===== config.mk =====
export PLATFORM = sky130hd
export DESIGN_NAME = rv32i_lsu
export DESIGN_NICKNAME = d
export VERILOG_FILES = /design/src/rtl/rv32i_lsu.sv
export SDC_FILE = /design/constraint.sdc
export NUM_CORES = 1
export LEC_CHECK = 0
export ABC_AREA = 1
export ABC_CLOCK_PERIOD_IN_PS = 3900
export CORE_MARGIN = 2
export CORE_UTILIZATION = 46
export CTS_CLUSTER_SIZE = 28
export DETAILED_ROUTE_END_ITERATION = 10
export MAX_ROUTING_LAYER = met4
export PLACE_DENSITY = 0.81
export REMOVE_ABC_BUFFERS = 1
export SYNTH_ARGS = -nofsm -noshare
export SYNTH_HDL_FRONTEND = slang
export SYNTH_SLANG_ARGS = --single-unit

===== constraint.sdc =====
create_clock -name i_clk -period 3.9 [get_ports i_clk]
set_input_delay 0.975 -clock i_clk [delete_from_list [all_inputs] [get_ports i_clk]]
set_output_delay 0.975 -clock i_clk [all_outputs]
set_load 0.05 [all_outputs]

===== src/rtl/rv32i_lsu.sv =====
// rv32i_lsu: single-outstanding load/store unit between the core control FSM and data memory.
// Optional macro LSU_MISALIGNED_SPLIT_EN splits word-crossing accesses into two memory phases.
module rv32i_lsu #(
    parameter int DMEM_WIDTH = 16,
    parameter int MAX_WAIT   = 3,
    parameter int WAIT_CNT_W = 4
) (
    input  logic                  i_clk,
    input  logic                  i_reset,
    input  logic                  i_req_valid,
    output logic                  o_req_ready,
    input  logic                  i_req_we,
    input  logic [1:0]            i_req_size,
    input  logic                  i_req_unsigned,
    input  logic [31:0]           i_req_addr,
    input  logic [31:0]           i_req_wdata,
    output logic                  o_rsp_valid,
    output logic [31:0]           o_rsp_rdata,
    output logic                  o_rsp_misalign,
    output logic                  o_rsp_timeout,
    output logic                  o_mem_req,
    output logic [DMEM_WIDTH-1:0] o_mem_addr,
    output logic [3:0]            o_mem_wmask,
    output logic [31:0]           o_mem_wdata,
    input  logic [31:0]           i_mem_rdata,
    input  logic                  i_mem_valid
);
    typedef enum logic [2:0] {S_IDLE, S_ACCESS, S_WAIT, S_ACCESS2, S_WAIT2, S_RESP} state_t;

    state_t                r_state;
    logic [WAIT_CNT_W-1:0] r_cnt;
    logic [1:0]            r_off;
    logic [1:0]            r_size;
    logic                  r_we;
    logic                  r_unsigned;
    logic                  r_ready;
    logic                  r_mem_req;
    logic [DMEM_WIDTH-1:0] r_mem_addr;
    logic [3:0]            r_mem_wmask;
    logic [31:0]           r_mem_wdata;
    logic                  r_rsp_valid;
    logic [31:0]           r_rsp_rdata;
    logic                  r_rsp_misalign;
    logic                  r_rsp_timeout;

    logic [2:0]            w_nbytes;
    logic [3:0]            w_base;
    logic                  w_bad;
    logic                  w_limit;
    logic [31:0]           w_ld_single;
`ifdef LSU_MISALIGNED_SPLIT_EN
    logic                  r_cross;
    logic [DMEM_WIDTH-1:0] r_addr2;
    logic [3:0]            r_mask2;
    logic [31:0]           r_wdata2;
    logic [31:0]           r_w0;
    logic                  w_cross;
    logic [31:0]           w_ld_split;
    logic [7:0]            w_mask;
    logic [63:0]           w_wdata;
`else
    logic [3:0]            w_mask;
    logic [31:0]           w_wdata;
`endif

    function automatic logic [31:0] f_ext(input logic [31:0] v, input logic [1:0] sz, input logic uns);
        case (sz)
            2'b00:   f_ext = {{24{v[7] & ~uns}}, v[7:0]};
            2'b01:   f_ext = {{16{v[15] & ~uns}}, v[15:0]};
            default: f_ext = v;
        endcase
    endfunction

    always_comb begin
        case (i_req_size)
            2'b00:   begin w_nbytes = 3'd1; w_base = 4'b0001; end
            2'b01:   begin w_nbytes = 3'd2; w_base = 4'b0011; end
            default: begin w_nbytes = 3'd4; w_base = 4'b1111; end
        endcase
        w_mask        = '0;
        w_mask[3:0]   = w_base;
        w_mask        = w_mask << i_req_addr[1:0];
        w_wdata       = '0;
        w_wdata[31:0] = i_req_wdata;
        w_wdata       = w_wdata << {i_req_addr[1:0], 3'b000};
`ifdef LSU_MISALIGNED_SPLIT_EN
        w_cross    = ({1'b0, i_req_addr[1:0]} + w_nbytes) > 3'd4;
        w_bad      = (i_req_size == 2'b11);
        w_ld_split = 32'({i_mem_rdata, r_w0} >> {r_off, 3'b000});
`else
        w_bad = (i_req_size == 2'b11)
              | ((i_req_size == 2'b01) & i_req_addr[0])
              | ((i_req_size == 2'b10) & (|i_req_addr[1:0]));
`endif
        w_ld_single = i_mem_rdata >> {r_off, 3'b000};
        w_limit     = (r_cnt == WAIT_CNT_W'(MAX_WAIT - 1));
    end

    always_ff @(posedge i_clk or posedge i_reset) begin
        if (i_reset) begin
            r_state        <= S_IDLE;
            r_cnt          <= '0;
            r_off          <= '0;
            r_size         <= '0;
            r_we           <= 1'b0;
            r_unsigned     <= 1'b0;
            r_ready        <= 1'b1;
            r_mem_req      <= 1'b0;
            r_mem_addr     <= '0;
            r_mem_wmask    <= '0;
            r_mem_wdata    <= '0;
            r_rsp_valid    <= 1'b0;
            r_rsp_rdata    <= '0;
            r_rsp_misalign <= 1'b0;
            r_rsp_timeout  <= 1'b0;
`ifdef LSU_MISALIGNED_SPLIT_EN
            r_cross        <= 1'b0;
            r_addr2        <= '0;
            r_mask2        <= '0;
            r_wdata2       <= '0;
            r_w0           <= '0;
`endif
        end else begin
            case (r_state)
                S_IDLE: if (i_req_valid) begin
                    r_ready    <= 1'b0;
                    r_off      <= i_req_addr[1:0];
                    r_size     <= i_req_size;
                    r_we       <= i_req_we;
                    r_unsigned <= i_req_unsigned;
                    if (w_bad) begin
                        r_state        <= S_RESP;
                        r_rsp_valid    <= 1'b1;
                        r_rsp_misalign <= 1'b1;
                        r_rsp_rdata    <= '0;
                    end else begin
                        r_state     <= S_ACCESS;
                        r_mem_req   <= 1'b1;
                        r_mem_addr  <= {i_req_addr[DMEM_WIDTH-1:2], 2'b00};
                        r_mem_wmask <= i_req_we ? w_mask[3:0] : 4'b0000;
                        r_mem_wdata <= w_wdata[31:0];
`ifdef LSU_MISALIGNED_SPLIT_EN
                        // Second-phase address/mask/data are fixed at accept time.
                        r_cross  <= w_cross;
                        r_addr2  <= {i_req_addr[DMEM_WIDTH-1:2], 2'b00} + DMEM_WIDTH'(4);
                        r_mask2  <= i_req_we ? w_mask[7:4] : 4'b0000;
                        r_wdata2 <= w_wdata[63:32];
`endif
                    end
                end
                S_ACCESS, S_ACCESS2: begin
                    r_mem_req   <= 1'b0;
                    r_mem_addr  <= '0;
                    r_mem_wmask <= '0;
                    r_mem_wdata <= '0;
                    r_cnt       <= '0;
                    r_state     <= (r_state == S_ACCESS) ? S_WAIT : S_WAIT2;
                end
                S_WAIT, S_WAIT2: begin
                    if (i_mem_valid) begin
`ifdef LSU_MISALIGNED_SPLIT_EN
                        if (r_state == S_WAIT && r_cross) begin
                            r_w0        <= i_mem_rdata;
                            r_state     <= S_ACCESS2;
                            r_mem_req   <= 1'b1;
                            r_mem_addr  <= r_addr2;
                            r_mem_wmask <= r_mask2;
                            r_mem_wdata <= r_wdata2;
                        end else begin
                            r_state     <= S_RESP;
                            r_rsp_valid <= 1'b1;
                            r_rsp_rdata <= r_we ? '0 :
                                f_ext(r_cross ? w_ld_split : w_ld_single, r_size, r_unsigned);
                        end
`else
                        r_state     <= S_RESP;
                        r_rsp_valid <= 1'b1;
                        r_rsp_rdata <= r_we ? '0 : f_ext(w_ld_single, r_size, r_unsigned);
`endif
                    end else if (w_limit) begin
                        r_state       <= S_RESP;
                        r_rsp_valid   <= 1'b1;
                        r_rsp_timeout <= 1'b1;
                        r_rsp_rdata   <= '0;
                    end else begin
                        r_cnt <= r_cnt + WAIT_CNT_W'(1);
                    end
                end
                S_RESP: begin
                    r_rsp_valid    <= 1'b0;
                    r_rsp_rdata    <= '0;
                    r_rsp_misalign <= 1'b0;
                    r_rsp_timeout  <= 1'b0;
                    r_ready        <= 1'b1;
                    r_state        <= S_IDLE;
                end
                default: r_state <= S_IDLE;
            endcase
        end
    end

    assign o_req_ready    = r_ready;
    assign o_mem_req      = r_mem_req;
    assign o_mem_addr     = r_mem_addr;
    assign o_mem_wmask    = r_mem_wmask;
    assign o_mem_wdata    = r_mem_wdata;
    assign o_rsp_valid    = r_rsp_valid;
    assign o_rsp_rdata    = r_rsp_rdata;
    assign o_rsp_misalign = r_rsp_misalign;
    assign o_rsp_timeout  = r_rsp_timeout;
endmodule


Yosys cells after proc, flatten, opt, wreduce, memory -nomap -nowiden
Index checks and enable logic that the tools add are counted.
{"block": "op_classes", "n_lt_le_gt_ge": 0, "mul": 0, "n_shift": 3, "n_eq_ne": 17, "bitwise": 7, "div": 0, "add_sub_neg": 1, "n_reduce_logical": 19, "mux": 40}
{"op": "$mux 32", "count": 7}
{"op": "$pmux 32 s2", "count": 2}
{"op": "$pmux 32 s3", "count": 1}
{"op": "$mux 16", "count": 2}
{"op": "$pmux 16 s2", "count": 1}
{"op": "$shl 32x5->32", "count": 1}
{"op": "$shr 32x5->32", "count": 1}
{"op": "$pmux 4 s2", "count": 3}
{"op": "$mux 4", "count": 5}
{"op": "$mux 3", "count": 5}
{"op": "$ne 2x2->1 const B", "count": 6}
{"op": "$reduce_and 3->1", "count": 4}
{"op": "$pmux 3 s3", "count": 1}
{"op": "$mux 1", "count": 8}
{"op": "$pmux 1 s2", "count": 4}
{"op": "$reduce_bool 2->1", "count": 4}
{"op": "$eq 3x2->1 const B", "count": 2}
{"op": "$eq 3x3->1 const B", "count": 2}
{"op": "$reduce_and 2->1", "count": 3}
{"op": "$reduce_or 2->1", "count": 3}
{"op": "$add 4x1->4 const B", "count": 1}
{"op": "$and 1x1->1", "count": 4}
{"op": "$eq 2x1->1 const B", "count": 2}
{"op": "$eq 2x2->1 const B", "count": 2}
{"op": "other kinds (11)", "count": 13}
{"block": "totals", "ram_bits": 0, "out_inout_bits": 89, "latchBits": 0, "memories": 0, "regBits": 102, "inputBits": 104, "mem_bits_ro": 0}

Logic depth before layout (Yosys ltp)
Gate-level depths: netlist of the first run.
{"block": "depth", "ltp_word": 7, "ltp_mapped": 10, "ltp_nobuf": 9}

Worst setup path after synthesis of the first run
No wires, ideal clock.
{"block": "synth_timing", "path_kind": "input port to flip-flop", "startpoint": "input i_req_addr[1]", "endpoint": "register r_mem_wdata[0], in the netlist o_mem_wdata[0]", "slack_ns": 1.871, "setup_ns": 0.128, "arrival_ns": 1.901, "path_stages": 9, "required_time_ns": 3.772, "cell_sequence": "buf_2 > nor2_2 > nand2_1 > nand3_2 > nand3_2 > buf_6 > buf_4 > nand2_1 > o21ai_0"}
{"block": "synth_between", "elab_chain_len": 5}
{"element": "start, declared", "line_no": "15", "rtl": "input logic [31:0] i_req_addr,"}
{"element": "branches (longest 5 deep; another with $shl 32x5->32)"}
{"element": "end signal, assigned", "line_no": "141", "rtl": "r_mem_wdata <= w_wdata[31:0];"}
{"element": "end, declared", "line_no": "40", "rtl": "logic [31:0] r_mem_wdata;"}
Several ways; the timed one is not identified. The select of a mux whose other input is x is not followed.
A chain may end at the register's enable or synchronous reset.

Worst setup path after layout of the first run
{"block": "layout_timing", "startpoint": "input i_req_addr[0]", "endpoint": "register r_mem_wdata[5], in the netlist o_mem_wdata[5]"}
{"block": "layout_between", "elab_chain_len": 5}
{"element": "branches (longest 5 deep; another with $shl 32x5->32)"}
Several ways; the timed one is not identified. The select of a mux whose other input is x is not followed.

==> impl_metrics.yaml, run 1 <==
cts:
  numCtsBuffers: 9
  clock_path_buffers: 2
  cts_resized: 0
  cts_tree: "built"
  h-tree-depth: 3
  cts_sinks: 100
  post-cts-setup-buffer-count: 0
  clk_pin_slew_ps: 70
  clk_latency_ps: 350
  clock-root-buffer: "clkbuf_16"
  cts-hold-fix-buffers: 0
grt:
  grt_max_degree: 51
  grt_pass1_wl_um: 25000
  grt_usage_pct: 24.3
  antenna_found_initial: 0
  grt_pass1_vias: 5194
  gr-total-overflow: 0
timing:
  final-setup-viol-count: 0
  worst_pin_slew_ps: 776
  holdWs_ps: 477
  fin_crit_ps: 2690
  fin_tns_setup_ps: 0
  rsz0062_at_grt: "no"
  slew_headroom_pct: 48.3
  finalMaxSlewViolations: 0
  finalHoldViolCount: 0
  skew_ps: 10.7
  fin_crit_sh_pct: 69.1
  fmax_ghz: 0.371
critical_path:
  reg2reg_depth: 7
  critPathCaptureType: "flip-flop"
  worstPathArrival_ps: 2920
  timing.rr.end: "o_rsp_rdata[25]$_DFFE_PP0P_"
  r2r_slack_ps: 1490
  r2r-start: "r_off[0]$_DFFE_PP0P_"
  worstPathRequired_ps: 4130
  crit_type: "input port to flip-flop"
  worst-path-max-fanout: 21
  cp-start-kind: "input port"
drt:
  wl_per_cell_um: 14.2
  dr.pass1.iters: 6
  drc: 0
  vias: 5635
  totalWireLength_um: 15700
  vias_per_cell: 5.08
  drt_first_iter_violations: 451
  ant_nets: 0
hold_path:
  hold_class: "flip-flop to flip-flop"
  worstHoldStart: "o_mem_wdata[11]$_DFFE_PP0P_"
  hold_depth: 2
  whs_endpoint: "o_mem_wdata[11]$_DFFE_PP0P_"
cells_and_area:
  drive_above_1_share_pct: 4.78
  area_delta_synth_final_pct: 35.4
  fillers: 1096
  final_nets: 1042
  antenna_cells: 0
  fin_cells: 1109
logic_synthesis:
  synthCells: 790
  synth_area_leaders: "dfrtp_1 43%, nand2_1 19%, nand3_1 5.4%, inv_1 4.8%, o21bai_1 4.3%"
  ys_seq_area_share_pct: 43.6
  synth-simple-area-share_pct: 30.3
  synth_top_family_by_area: "simple AND/OR/NAND/NOR gates"
  yosysWarnings: 0
  syn-cell-area_um2: 5740
  yosys-mux-area-fraction_pct: 1.39
  ys_top_cells_by_count: "298 x nand2_1, 99 x dfrtp_1, 74 x inv_1, 62 x nand3_1, 45 x o21ai_0"
  synth_edf_count: 0
  synthDistinctLibCells: 32
  synth_xor_area_share_pct: 0.305
  ys.flop_type: "dfrtp_1"
  yosys.area.top_type: "dfrtp_1"
  synth_adder_area_share_pct: 0.436
  async_flop_share_pct: 100
  syn_area_per_cell_um2: 7.27
  synth_top_cell_area_share_pct: 43.1
  ys_ff_latch: 100
  post-synth-top-count-cell: "nand2_1"
  synth-compound-area-share_pct: 13.3
placed_design:
  placed_cells: 1093
  hpwl_um: 11000
  numPortBuffers: 174
  place.gp.congestion: 0.891
die:
  row_count: 40
  die_h_um: 116
  initial_core_util_pct: 47.4
  dieWidth_um: 116
  core-area_um2: 12100
  ios: 193
  fp.dieArea_um2: 13400
status:
  outcome: "finished, final reports clean"
pwr:
  power.static_leakage_nw: 3.90
  power_per_cell_area_nw_per_um2: 876
  irDropWorstVdd_uv: 548
flow_run:
  maxCapViolCount: 0
## cell usage in the layout (no fill, tap or decap), types with 3 or more instances in the layout
cell type,Yosys,final
nand3_2,4,4
nor2_2,3,3
o21bai_1,33,33
nand3_1,62,62
dfrtp_1,99,99
inv_1,74,73
a21oi_1,29,29
mux2i_1,8,8
buf_4,13,8
nand4_1,9,9
o21ai_0,45,45
clkbuf_16,0,9
clkdlybuf4s50_1,0,174
o211ai_1,7,7
nand2_1,298,298
inv_2,4,4
nor3_1,9,9
nor2_1,25,25
nand2_2,6,6
o22ai_1,8,8
o21ai_1,6,6
## state kept, by name (all words and copies together) (netlist names)
name            flops
o_mem_addr         14
o_mem_wmask         4
r_unsigned          1
o_mem_req           1
r_off               2
o_rsp_rdata        32
o_mem_wdata        32
r_we                1
o_rsp_misalign      1
r_cnt               4
r_state             3
o_rsp_valid         1
o_rsp_timeout       1
o_req_ready         1
r_size              2
## per-stage QoR
stage                     power, mW  area, um2  worst slack, ps  utilization (%)
after floorplan                4.50       5430              308                -
after global placement         5.86       7490              903             61.8
after detailed placement       5.92       7490              853             61.8
after CTS                      6.84       7780             1220             64.2
after global routing           7.27       7780             1070             64.2
final                          6.81       7780             1210             64.2
## routing by layer
metal / global-route usage, % / vias to the layer above / routed length (um)
met5: - / - / 0
met4: 8.73 / 0 / 265
met3: 4.03 / 25 / 1070
met2: 37.8 / 186 / 7490
met1: 32.2 / 2617 / 6910
li1: - / 2807 / -
## logic make-up after synthesis
group	after synthesis
AND/OR/NAND/NOR	418
AO/OA/AOI/OAI	130
buffers and inverters	129
flip-flops	100
multiplexers	8
adder cells (fa/ha/maj)	2
XOR/XNOR	2
other	1
## worst max-delay path by stage
stage	depth (start not counted)	start	to	slack (ps)
after floorplan	1	i_reset	o_mem_addr[10]$_DFFE_PP0P_	310
after global placement	8	i_req_addr[0]	o_mem_wdata[0]$_DFFE_PP0P_	900
after detailed placement	8	i_req_addr[0]	o_mem_wdata[5]$_DFFE_PP0P_	850
after CTS	8	i_req_addr[0]	o_mem_wdata[5]$_DFFE_PP0P_	1220
after global routing	8	i_req_addr[0]	o_mem_wdata[2]$_DFFE_PP0P_	1070
final	8	i_req_addr[0]	o_mem_wdata[5]$_DFFE_PP0P_	1210
## worst max-delay path, stage by stage
cell and delay (ps):
clkdlybuf4s50_1 600, nor2_2 230, nand2_1 100, nand3_2 110
nand3_2 370, buf_4 370, nand2_1 80, o21ai_0 80
## cell type report
class | count | area (um2) | area share [%]
Multi-Input combinational cell | 562 | 2630 | 33.8
Sequential cell | 100 | 2500 | 32.2
Timing Repair Buffer | 184 | 1840 | 23.7
Inverter | 79 | 299 | 3.84
Clock buffer | 11 | 233 | 2.99
Tap cell | 168 | 210 | 2.70
Clock inverter | 5 | 60.1 | 0.772
## power breakdown
part | switching, mW | leakage, nW | internal [mW] | total, mW
clock network | 0.399 | 0.140 | 0.501 | 0.900
registers | 0.298 | 1.31 | 1.46 | 1.76
logic | 2.88 | 2.46 | 1.28 | 4.15
(Power assumes the default switching activity.)
==> inputs of run 2 (changes only) <==
ABC_CLOCK_PERIOD_IN_PS = 2800   (was 3900)
clock period = 2.8 ns   (was 3.9 ns; I/O delays follow)
==> run 2 against run 1 <==
Power increased by 40%; hold slack worse by 7.4 ps; setup slack got worse by 850 ps; via count fell by 1.2%; flip-flop and latch count unchanged; clock skew is 2.1 ps lower; non-clock buffer count rose by 3; register-to-register slack worse by 1100 ps; combinational power increased by 40%; sequential share of layout area decreased by 0.14 points; global-route usage is 0.56 points higher; clock-buffer cell count did not move.
==> impl_metrics.yaml, run 2 (synthesized netlist as in run 1, its figures left out) <==
critical_path:
  reg2reg_depth: 7
  path_cells: "inv_1, nand2_1, nand3_1, nand3_2, nand3_2, nand2_1, nand2_1"
  critPathCaptureType: "flip-flop"
  r2r_slack_ps: 360
  crit_type: "flip-flop to flip-flop"
  cpMostUsedCell: "nand2_1"
  cp-start-kind: "flip-flop"
  worstPathArrival_ps: 2680
  cpPeakStageDelay_ps: 880
  cpMaxStageDelayCell: "dfrtp_1"
  worst-path-max-fanout: 25
  worstPathRequired_ps: 3040
die:
  core-area_um2: 12100
  dieWidth_um: 116
  ios: 193
  initial_core_util_pct: 47.4
  die_h_um: 116
  fp.dieArea_um2: 13400
  row_count: 40
cells_and_area:
  ff_latch_area_um2: 2500
  drive_above_1_share_pct: 5.08
  multiInputGateArea_um2: 2630
  final_common_cell: "nand2_1"
  area_delta_synth_final_pct: 36.0
  final_nets: 1045
  final_cell_mix: "298 x nand2_1, 174 x clkdlybuf4s50_1, 99 x dfrtp_1"
  final_area_um2: 7820
  antenna_cells: 0
  utilization_pct: 64.5
  fillers: 1088
cts:
  clock_path_buffers: 2
  post-cts-setup-buffer-count: 0
  numCtsBuffers: 9
  clock-root-buffer: "clkbuf_16"
  cts_tree: "built"
  cts_sinks: 100
  clk_latency_ps: 350
  clk_pin_slew_ps: 70
  cts_resized: 0
  cts-hold-fix-buffers: 0
  h-tree-depth: 3
pwr:
  power_per_cell_area_nw_per_um2: 1220
  clock_power_share_pct: 13.3
  internal-power_mw: 4.54
  irDropWorstVdd_uv: 898
  p_comb_share_pct: 61.0
  p_seq_share_pct: 25.7
  swShare_pct: 52.4
  power.total_mw: 9.54
  p_sw_mw: 5.00
  power.static_leakage_nw: 3.92
timing:
  finalHoldViolCount: 0
  final.setup.worst_slack_ps: 358
  rsz0062_at_grt: "no"
  worst_pin_slew_ps: 820
  slew_headroom_pct: 45.4
  skew_ps: 8.58
  finalMaxSlewViolations: 0
  fin_crit_sh_pct: 87.2
  fmax_ghz: 0.410
  fin_crit_ps: 2440
  final-setup-viol-count: 0
grt:
  grt_pass1_wl_um: 25600
  grt_max_degree: 77
  gr-total-overflow: 0
  antenna_found_initial: 0
  grt_usage_pct: 24.8
  grt_pass1_vias: 5261
placed_design:
  hpwl_um: 11100
  numPortBuffers: 174
  place.gp.congestion: 0.888
  placed_area_um2: 7520
  dp_slack_ps: 220
drt:
  ant_nets: 0
  vias: 5570
  drt_first_iter_violations: 513
  dr.pass1.iters: 5
  drc: 0
  wl_per_cell_um: 14.3
  vias_per_cell: 5.01
  totalWireLength_um: 15900
flow_run:
  maxCapViolCount: 0
hold_path:
  hold_depth: 2
  hold_class: "flip-flop to flip-flop"
status:
  outcome: "finished, final reports clean"
## run 2: final timing paths
| path | start | endpoint |
|---|---|---|
| worst max-delay path | r_off[0]$_DFFE_PP0P_ | o_rsp_rdata[21]$_DFFE_PP0P_ |
| worst min-delay path | o_req_ready$_DFFE_PP1P_ | o_req_ready$_DFFE_PP1P_ |
| worst max register to register | r_off[0]$_DFFE_PP0P_ | o_rsp_rdata[21]$_DFFE_PP0P_ |
| worst min register to register | o_req_ready$_DFFE_PP1P_ | o_req_ready$_DFFE_PP1P_ |
| max in group asynchronous | i_reset | o_mem_wdata[20]$_DFFE_PP0P_ |
| min in group asynchronous | i_reset | o_mem_wdata[2]$_DFFE_PP0P_ |
## run 2: final cells by class
class	instances	area share [%]
multi-input cells	562	33.7
inverters	79	3.83
repair buffers	187	24.0
flip-flops and latches	100	32.0
clock inverters	5	0.768
clock buffers	11	2.98
well taps	168	2.69
## run 2: per-layer routing
metal,share of wire [%],vias to the layer above,track usage [%]
met4,2.3,0,9.05
met2,47,224,39.1
met3,8.3,24,4.13
li1,-,2812,-
met1,43,2510,32.5
met5,0,-,-
## run 2: power groups by stage
stage / registers, mW / logic, mW / clock network, mW
after detailed placement: 2.46 / 5.82 / 0
after CTS: 2.45 / 5.84 / 1.28
after global placement: 2.45 / 5.74 / 0
final: 2.46 / 5.82 / 1.26
after floorplan: 4.12 / 2.16 / 0
after global routing: 2.52 / 6.30 / 1.35
## run 2: stage by stage
stage          TNS (ps)  hold WS [ps]  instances
6_report              0           470       1112
5_1_grt               0           496       1112
4_1_cts               0           474       1112
3_5_place_dp          0           458       1096
3_3_place_gp          0           455       1096
2_1_floorplan    -51200           454        741
## run 2: critical path, delay by kind of cell, from the launching register on
family                 cells  cell delay (ps)
and+or+nand+nor            6             1050
buffers and inverters      1              390
DFF                        1              880
